<file path="src/rtl/hazard.sv">
// Hazard-unit namespace: controller state encoding and forwarding-mux selects.
package hazard;

  typedef enum logic [1:0] {
    RUN         = 2'd0,
    MEM_STALL   = 2'd1,
    LOAD_BUBBLE = 2'd2
  } hazard_state_t;

  typedef enum logic [1:0] {
    FWD_REGFILE = 2'd0,
    FWD_EX_MEM  = 2'd1,
    FWD_MEM_WB  = 2'd2
  } forwardingmux;

endpackage : hazard

</file>
<file path="src/rtl/rv32i_types.sv">
// Shared RV32I register-file types used across the pipeline.
package rv32i_types;

  typedef logic [4:0] rv32i_reg;

endpackage : rv32i_types

</file>
<file path="src/rtl/sat_counter.sv">
// Saturating up-counter: holds at all-ones instead of wrapping.
module sat_counter #(
  parameter int unsigned W = 32
) (
  input  logic         clk,
  input  logic         rst,
  input  logic         inc_i,
  output logic [W-1:0] count_o
);

  localparam logic [W-1:0] ONE = W'(1);

  logic [W-1:0] count_q;
  logic [W-1:0] count_d;

  always_comb begin
    count_d = count_q;
    if (inc_i && (count_q != {W{1'b1}})) begin
      count_d = count_q + ONE;
    end else begin
      count_d = count_q;
    end
  end

  always_ff @(posedge clk) begin
    if (rst) begin
      count_q <= '0;
    end else begin
      count_q <= count_d;
    end
  end

  assign count_o = count_q;

endmodule : sat_counter

</file>
<file path="src/rtl/hazard_detector.sv">
// Pipeline hazard controller: combinational stall/flush/bubble enables plus
// registered performance counters tracking memory stalls, load-use and flushes.
module hazard_detector
  import rv32i_types::*;
  import hazard::*;
#(
  parameter int unsigned CNT_W = 32
) (
  input  logic             clk,
  input  logic             rst,
  input  rv32i_reg         ID_rs1_i,
  input  rv32i_reg         ID_rs2_i,
  input  logic             ID_uses_rs1_i,
  input  logic             ID_uses_rs2_i,
  input  rv32i_reg         EX_rd_i,
  input  logic             EX_is_load_i,
  input  logic             EX_br_taken_i,
  input  logic             imem_read_i,
  input  logic             imem_resp_i,
  input  logic             dmem_read_i,
  input  logic             dmem_write_i,
  input  logic             dmem_resp_i,
  output logic             PC_load_o,
  output logic             IF_ID_load_o,
  output logic             ID_EX_load_o,
  output logic             EX_MEM_load_o,
  output logic             MEM_WB_load_o,
  output logic             IF_ID_flush_o,
  output logic             ID_EX_bubble_o,
  output logic             stall_o,
  output logic [CNT_W-1:0] load_use_cnt_o,
  output logic [CNT_W-1:0] mem_stall_cyc_o,
  output logic [CNT_W-1:0] mem_stall_evt_o,
  output logic [CNT_W-1:0] flush_cnt_o
);

  hazard_state_t state_q;
  hazard_state_t state_d;

  logic mem_busy_s;
  logic load_use_s;
  logic rs1_hit_s;
  logic rs2_hit_s;

  logic inc_load_use_s;
  logic inc_stall_cyc_s;
  logic inc_stall_evt_s;
  logic inc_flush_s;

  assign mem_busy_s = (imem_read_i & ~imem_resp_i)
                    | ((dmem_read_i | dmem_write_i) & ~dmem_resp_i);

  // x0 is hard-wired zero, so a load targeting it never creates a dependency.
  assign rs1_hit_s  = ID_uses_rs1_i & (EX_rd_i == ID_rs1_i);
  assign rs2_hit_s  = ID_uses_rs2_i & (EX_rd_i == ID_rs2_i);
  assign load_use_s = EX_is_load_i & (EX_rd_i != 5'd0) & (rs1_hit_s | rs2_hit_s);

  always_comb begin
    PC_load_o      = 1'b1;
    IF_ID_load_o   = 1'b1;
    ID_EX_load_o   = 1'b1;
    EX_MEM_load_o  = 1'b1;
    MEM_WB_load_o  = 1'b1;
    IF_ID_flush_o  = 1'b0;
    ID_EX_bubble_o = 1'b0;
    stall_o        = 1'b0;
    if (rst || mem_busy_s) begin
      // Freeze everything; held hazards are re-evaluated once memory answers.
      PC_load_o      = 1'b0;
      IF_ID_load_o   = 1'b0;
      ID_EX_load_o   = 1'b0;
      EX_MEM_load_o  = 1'b0;
      MEM_WB_load_o  = 1'b0;
      stall_o        = 1'b1;
    end else if (EX_br_taken_i) begin
      IF_ID_flush_o  = 1'b1;
      ID_EX_bubble_o = 1'b1;
    end else if (load_use_s) begin
      PC_load_o      = 1'b0;
      IF_ID_load_o   = 1'b0;
      ID_EX_bubble_o = 1'b1;
      stall_o        = 1'b1;
    end else begin
      stall_o        = 1'b0;
    end
  end

  always_comb begin
    state_d = RUN;
    if (mem_busy_s) begin
      state_d = MEM_STALL;
    end else if (load_use_s) begin
      state_d = LOAD_BUBBLE;
    end else begin
      state_d = RUN;
    end
  end

  always_ff @(posedge clk) begin
    if (rst) begin
      state_q <= RUN;
    end else begin
      state_q <= state_d;
    end
  end

  assign inc_stall_cyc_s = mem_busy_s;
  assign inc_stall_evt_s = mem_busy_s & (state_q != MEM_STALL);
  assign inc_flush_s     = ~mem_busy_s & EX_br_taken_i;
  assign inc_load_use_s  = ~mem_busy_s & ~EX_br_taken_i & load_use_s;

  sat_counter #(.W(CNT_W)) u_load_use_cnt (
    .clk     (clk),
    .rst     (rst),
    .inc_i   (inc_load_use_s),
    .count_o (load_use_cnt_o)
  );

  sat_counter #(.W(CNT_W)) u_mem_stall_cyc (
    .clk     (clk),
    .rst     (rst),
    .inc_i   (inc_stall_cyc_s),
    .count_o (mem_stall_cyc_o)
  );

  sat_counter #(.W(CNT_W)) u_mem_stall_evt (
    .clk     (clk),
    .rst     (rst),
    .inc_i   (inc_stall_evt_s),
    .count_o (mem_stall_evt_o)
  );

  sat_counter #(.W(CNT_W)) u_flush_cnt (
    .clk     (clk),
    .rst     (rst),
    .inc_i   (inc_flush_s),
    .count_o (flush_cnt_o)
  );

endmodule : hazard_detector

</file>
<file path="config.mk">
export PLATFORM = sky130hd
export DESIGN_NAME = hazard_detector
export DESIGN_NICKNAME = d
export VERILOG_FILES = /design/src/rtl/hazard.sv /design/src/rtl/rv32i_types.sv /design/src/rtl/sat_counter.sv /design/src/rtl/hazard_detector.sv
export SDC_FILE = /design/constraint.sdc
export NUM_CORES = 1
export LEC_CHECK = 0
export BUFFER_PORTS_ARGS = -buffer_cell sky130_fd_sc_hd__buf_4
export CORE_ASPECT_RATIO = 1.25
export CORE_MARGIN = 5
export CORE_UTILIZATION = 36
export DETAILED_ROUTE_END_ITERATION = 6
export PLACE_DENSITY = 0.67
export SLEW_MARGIN = 30
export SYNTH_ARGS = -nofsm -noshare
export SYNTH_HDL_FRONTEND = slang
export SYNTH_SLANG_ARGS = --single-unit
</file>
<file path="constraint.sdc">
create_clock -name clk -period 2.8 [get_ports clk]
set_clock_uncertainty 0.2 [all_clocks]
set_input_delay 0.28 -clock clk [delete_from_list [all_inputs] [get_ports clk]]
set_output_delay 0.28 -clock clk [all_outputs]
set_load 0.02 [all_outputs]
</file>
== Word-level counts from Yosys, hierarchy flattened ==
Cells that the tools add are included.

* Add/subtract/negate cells: 4
* Equality and inequality tests: 7
* Multiplexer cells: 13
* Bitwise operators: 17
* Reduce and logical (&&, ||, !) cells: 7

{| class="wikitable"
|+ Operator list
! operator !! count
|-
| 32-bit by 1-bit adder with 32-bit output (second input constant) || 4
|-
| 32-bit inequality test (second input constant) || 4
|-
| 1-bit 2-to-1 mux || 12
|-
| 1-bit bitwise AND || 10
|-
| 5-bit equality test || 2
|-
| 5-bit nonzero test || 1
|-
| 1-bit logical AND || 4
|-
| 1-bit NOT || 4
|-
| 1-bit bitwise OR || 3
|-
| 2-bit 2-to-1 mux || 1
|-
| 2-bit by 1-bit inequality test with 1-bit output (second input constant) || 1
|-
| 2-bit OR reduction || 1
|-
| 1-bit logical OR || 1
|}

* Register bits after elaboration: 130
* Output and inout bits: 136

== Depth between registers and ports, before layout ==
* Word-level depth: 7
* Gate-level depth with buffers: 9
* Gate-level depth less buffers: 7

== Hierarchy ==
A second synthesis with hierarchy kept.

* Cell total of the unflattened synthesis: 833
* Area, all modules: 7,009.2 um2

{| class="wikitable"
|+ Modules (own cells, without submodules)
! module !! times used !! cells each !! area each (um2)
|-
| sat_counter || 4 || 199 || 1,674.1
|-
| hazard_detector || 1 || 37 || 312.8
|}

== Worst setup path after synthesis ==
Ideal clock, no wire load.

* Kind: reg-to-reg
* Start point: reg u_load_use_cnt.count_q[0], in the netlist u_load_use_cnt.count_o[0]
* End point: reg u_load_use_cnt.count_q[30], in the netlist u_load_use_cnt.count_o[30]
* Setup time: 115 ps
* Data arrival time: 2,337 ps
* Data required time: 2,485 ps
* Slack: 147 ps
* Cell stages (with the launch flop): 9
* Buffers on the path: 1
* Period minus slack after synthesis: 2,653 ps
* Cell sequence: dfxtp_1 -> ha_1 -> nand2_1 -> clkbuf_1 -> or4_2 -> nor2_1 -> nand3_1 -> o31a_1 -> o21ba_2

* Word-level cells in the longest chain between the ends: 2

{| class="wikitable"
|+ RTL lines
! item !! RTL line !! source
|-
| from (decl) || sat_counter.sv:13 || <nowiki>logic [W-1:0] count_q;</nowiki>
|-
| from (signal assigned) || sat_counter.sv:29 || <nowiki>count_q <= count_d;</nowiki>
|-
| parallel branches: the longest is 2 deep, another holds 32-bit by 1-bit adder with 32-bit output || n/a ||
|}

Several ways; the timed one is not identified.
A chain may end at the register's enable or synchronous reset.

== Worst setup path in the final report ==
* Start point: reg u_flush_cnt.count_q[1], in the netlist u_flush_cnt.count_o[1]
* End point: reg u_flush_cnt.count_q[15], in the netlist u_flush_cnt.count_o[15]

* Word-level cells in the longest chain between the ends: 2

{| class="wikitable"
|+ RTL lines
! item !! RTL line
|-
| from (decl) || sat_counter.sv:13
|-
| from (signal assigned) || sat_counter.sv:29
|-
| parallel branches: the longest is 2 deep, another holds 32-bit by 1-bit adder with 32-bit output || n/a
|}

Several ways; the timed one is not identified.

==> results_dict.tcl <==
set metrics [dict create \
    diodes 0 \
    maxCapViolations 0 \
    via_count 6181 \
    port_buffers 161 \
    dr.pass1.iters 5 \
    critical_path_buf_inv_count 0 \
    yosysWarnings 0 \
    r2r_cells 7 \
    final_layout_size_suffix_gt1_share_pct 25.6 \
    dpl.hpwl_um 13200 \
    nNetsFinal 982 \
    p_per_area_nw_per_um2 507 \
    ys_seq_area_share_pct 40.6 \
    pin_count 162 \
    p_total_uw 4370 \
    coreArea_um2 17500 \
    crit_cells 7 \
    clkTransAtPathRegs_ps 60 \
    finalWorstSetupSlack_ps 236 \
    drv_slew 0 \
    cp_slowest_stage_delay_ps 650 \
    crit_top_cell "nand3_1" \
    synth_area_leaders "dfxtp_1 (41%), nor2_1 (6.8%), xor2_1 (6.1%)" \
    die_area_um2 20600 \
    syn_nets 798 \
    nFillCells 1710 \
    hp-class "input pin to flop" \
    max_freq_ghz 0.390 \
    grt_pass1_wl_um 28600 \
    area_growth_pct 34.4 \
    cts_tree "done" \
    ys_async_sr_fraction_pct 0 \
    ys_seq_elements 130 \
    global_route.overflow_total 0 \
    cp-end-kind "flop" \
    finalHoldViolations 0 \
    crit_arrival_ps 2640 \
    grt_pass1_vias 5692 \
    place_area_um2 7990 \
    clkPwrFrac_pct 52.4 \
    synth_ff_type "dfxtp_1" \
    die_h_um 159 \
    critPathMaxFanout 6 \
    syn_area_um2 6410 \
    chipWidth_um 129 \
    top_usage_layer "met2" \
    startpoint_type "flop" \
    drt-initial-drc-count 352 \
    rsz0062_at_grt "no" \
    required_ps 2870 \
    synth_cell_types 51 \
    gp_routability_congestion 0.811 \
    netlist_instances 768 \
    use_met1_pct 21.2 \
    power_frac_comb_pct 4.6 \
    numCtsBuffers 17 \
    grt_max_degree 60 \
    wl_per_cell_um 15.0 \
    grt_util_all_layers_pct 16.8 \
    max_slew_margin_pct 52.9 \
    cts_resized 0 \
    antenna_found_initial 0 \
    rows 54 \
    multi_input_area_um2 3640 \
    setup_viol 0 \
    ff_latch_area_um2 2600 \
    synth_edf_count 0 \
    status "completed" \
    leakagePower_uw 0.00323 \
    switchingPower_uw 976 \
    avgSynthCellArea_um2 8.34 \
    power_frac_seq_pct 42.9 \
    worstSkewPairLatency_ps 420 \
    h-tree-depth 4 \
    whs_path_depth 2 \
    min_period_ps 2560 \
    cts.sinks 130 \
    swShare_pct 22.3 \
    post_cts_buffers 0 \
    drc_errors 0 \
    crit_family "simple AND/OR/NAND/NOR gates" \
    crit_chain "ha_1 -> nand4_1 -> nor4_1 -> nand3_1 -> nand3_1 -> xor2_1 -> nor2_1" \
    wirelength_um 17800 \
    clk_path_buf_depth 2 \
    final.period_utilization_pct 91.6 \
    synth.largest_area_cell "dfxtp_1" \
    ant_nets 0 \
    use_met2_pct 27.0 \
    p_int_uw 3390 \
    tightest_slew_ps 701 \
    dp_slack_ps 14.3 \
    start_util_pct 36.6 \
    max-vdd-ir-drop_mv 0.388 \
    cts-root-buf "clkbuf_16" \
    fin_area_um2 8610 \
    via_per_inst 5.20 \
    cp_slowest_cell "nor4_1" \
    grt_util_met3_pct 5.30 \
    setup_tns_ps 0 \
    synth_top_area_share_pct 40.6 \
    crit_type "flop to flop" \
]
Yosys cell counts, types with 2 or more instances:
cell,instances
or3_1,25
a21oi_1,40
buf_4,3
ha_1,4
a211oi_1,3
nor3_1,19
or2_2,4
nand4_1,48
nand2_1,49
nand2b_1,3
buf_2,3
mux2i_1,6
and2_1,5
xor2_1,45
mux2_2,7
or4_2,4
a211o_1,2
nand3_1,55
nor2b_1,9
clkbuf_8,2
nor4_1,25
nor2_1,116
o21ba_2,2
o21ai_0,24
inv_1,11
and4_1,4
clkbuf_1,17
dfxtp_1,130
xnor2_1,44
and3_1,18
o31ai_1,12
or4_1,10
state kept, by name (all words and copies together), names as in the netlist:
name,cells
u_load_use_cnt.count_o,32
state_q,2
u_mem_stall_evt.count_o,32
u_mem_stall_cyc.count_o,32
u_flush_cnt.count_o,32
placed cells by master, fill, tap and decap left out, types with 6 or more instances in the layout:
| cell type | synthesis | layout |
|---|---|---|
| nor4_1 | 25 | 25 |
| dfxtp_1 | 130 | 130 |
| xnor2_1 | 44 | 44 |
| o21ai_0 | 24 | 24 |
| or3_1 | 25 | 25 |
| a21oi_1 | 40 | 40 |
| mux2i_1 | 6 | 6 |
| nand3_1 | 55 | 55 |
| nand2_1 | 49 | 49 |
| or4_1 | 10 | 10 |
| clkbuf_16 | 0 | 17 |
| o31ai_1 | 12 | 12 |
| nand4_1 | 48 | 48 |
| mux2_2 | 7 | 7 |
| nor2_1 | 116 | 116 |
| nor3_1 | 19 | 19 |
| nor2b_1 | 9 | 9 |
| inv_1 | 11 | 11 |
| buf_4 | 3 | 188 |
| xor2_1 | 45 | 45 |
| and3_1 | 18 | 18 |
stage by stage:
step | hold slack (ps) | cells | utilization, %
3_5_place_dp | 297 | 1156 | 45.7
5_1_grt | 78.1 | 1188 | 49.2
3_3_place_gp | 292 | 1156 | 45.7
2_1_floorplan | 231 | 768 | -
4_1_cts | 54.2 | 1188 | 49.2
6_report | 68.6 | 1188 | 49.2
path summary, 6_finish.rpt:
kind                                                start                                       to  slack (ps)
setup reg to reg      u_flush_cnt.count_o[1]$_SDFFE_PP0P_     u_flush_cnt.count_o[15]$_SDFFE_PP0P_         240
hold / removal                                 EX_rd_i[1]                    state_q[1]$_SDFF_PN0_          70
hold reg to reg   u_load_use_cnt.count_o[18]$_SDFFE_PP0P_  u_load_use_cnt.count_o[18]$_SDFFE_PP0P_         300
setup / recovery      u_flush_cnt.count_o[1]$_SDFFE_PP0P_     u_flush_cnt.count_o[15]$_SDFFE_PP0P_         240
layout make-up:
class / instances / share of cell area, %
Multi-Input combinational cell: 602 / 42.2
Sequential cell: 130 / 30.2
Timing Repair Buffer: 190 / 16.7
Clock buffer: 19 / 5.26
Tap cell: 224 / 3.25
Clock inverter: 12 / 1.82
Inverter: 11 / 0.480
kinds of logic (layout without fill, tap and decap cells):
kind of cell	count (synthesis)	after routing	synth area share [%]
AO/OA/AOI/OAI	94	94	9.02
flip-flops	130	130	40.6
adder cells (fa/ha/maj)	4	4	0.781
multiplexers	13	13	2.17
AND/OR/NAND/NOR	402	402	32.6
buffers and inverters	36	232	2.66
XOR/XNOR	89	89	12.2
power groups by stage:
stage	clock [uW]	combinational, uW	sequential, uW
2_1_floorplan	0	107	1920
3_3_place_gp	0	204	1910
3_5_place_dp	0	205	1920
4_1_cts	2350	206	1870
5_1_grt	2430	221	1880
6_report	2290	203	1870
per-layer routing:
metal	up-vias	share of wire [%]
li1	3142	-
met1	2872	44
met2	152	47
met3	15	7.8
met4	0	1.2
met5	-	0
repair_timing:
item	CTS	global route
endpoints found under the setup margin	0	0
endpoints found under the hold margin	1	0
hold buffers	1	0
Power figures use the tool's default switching activity.
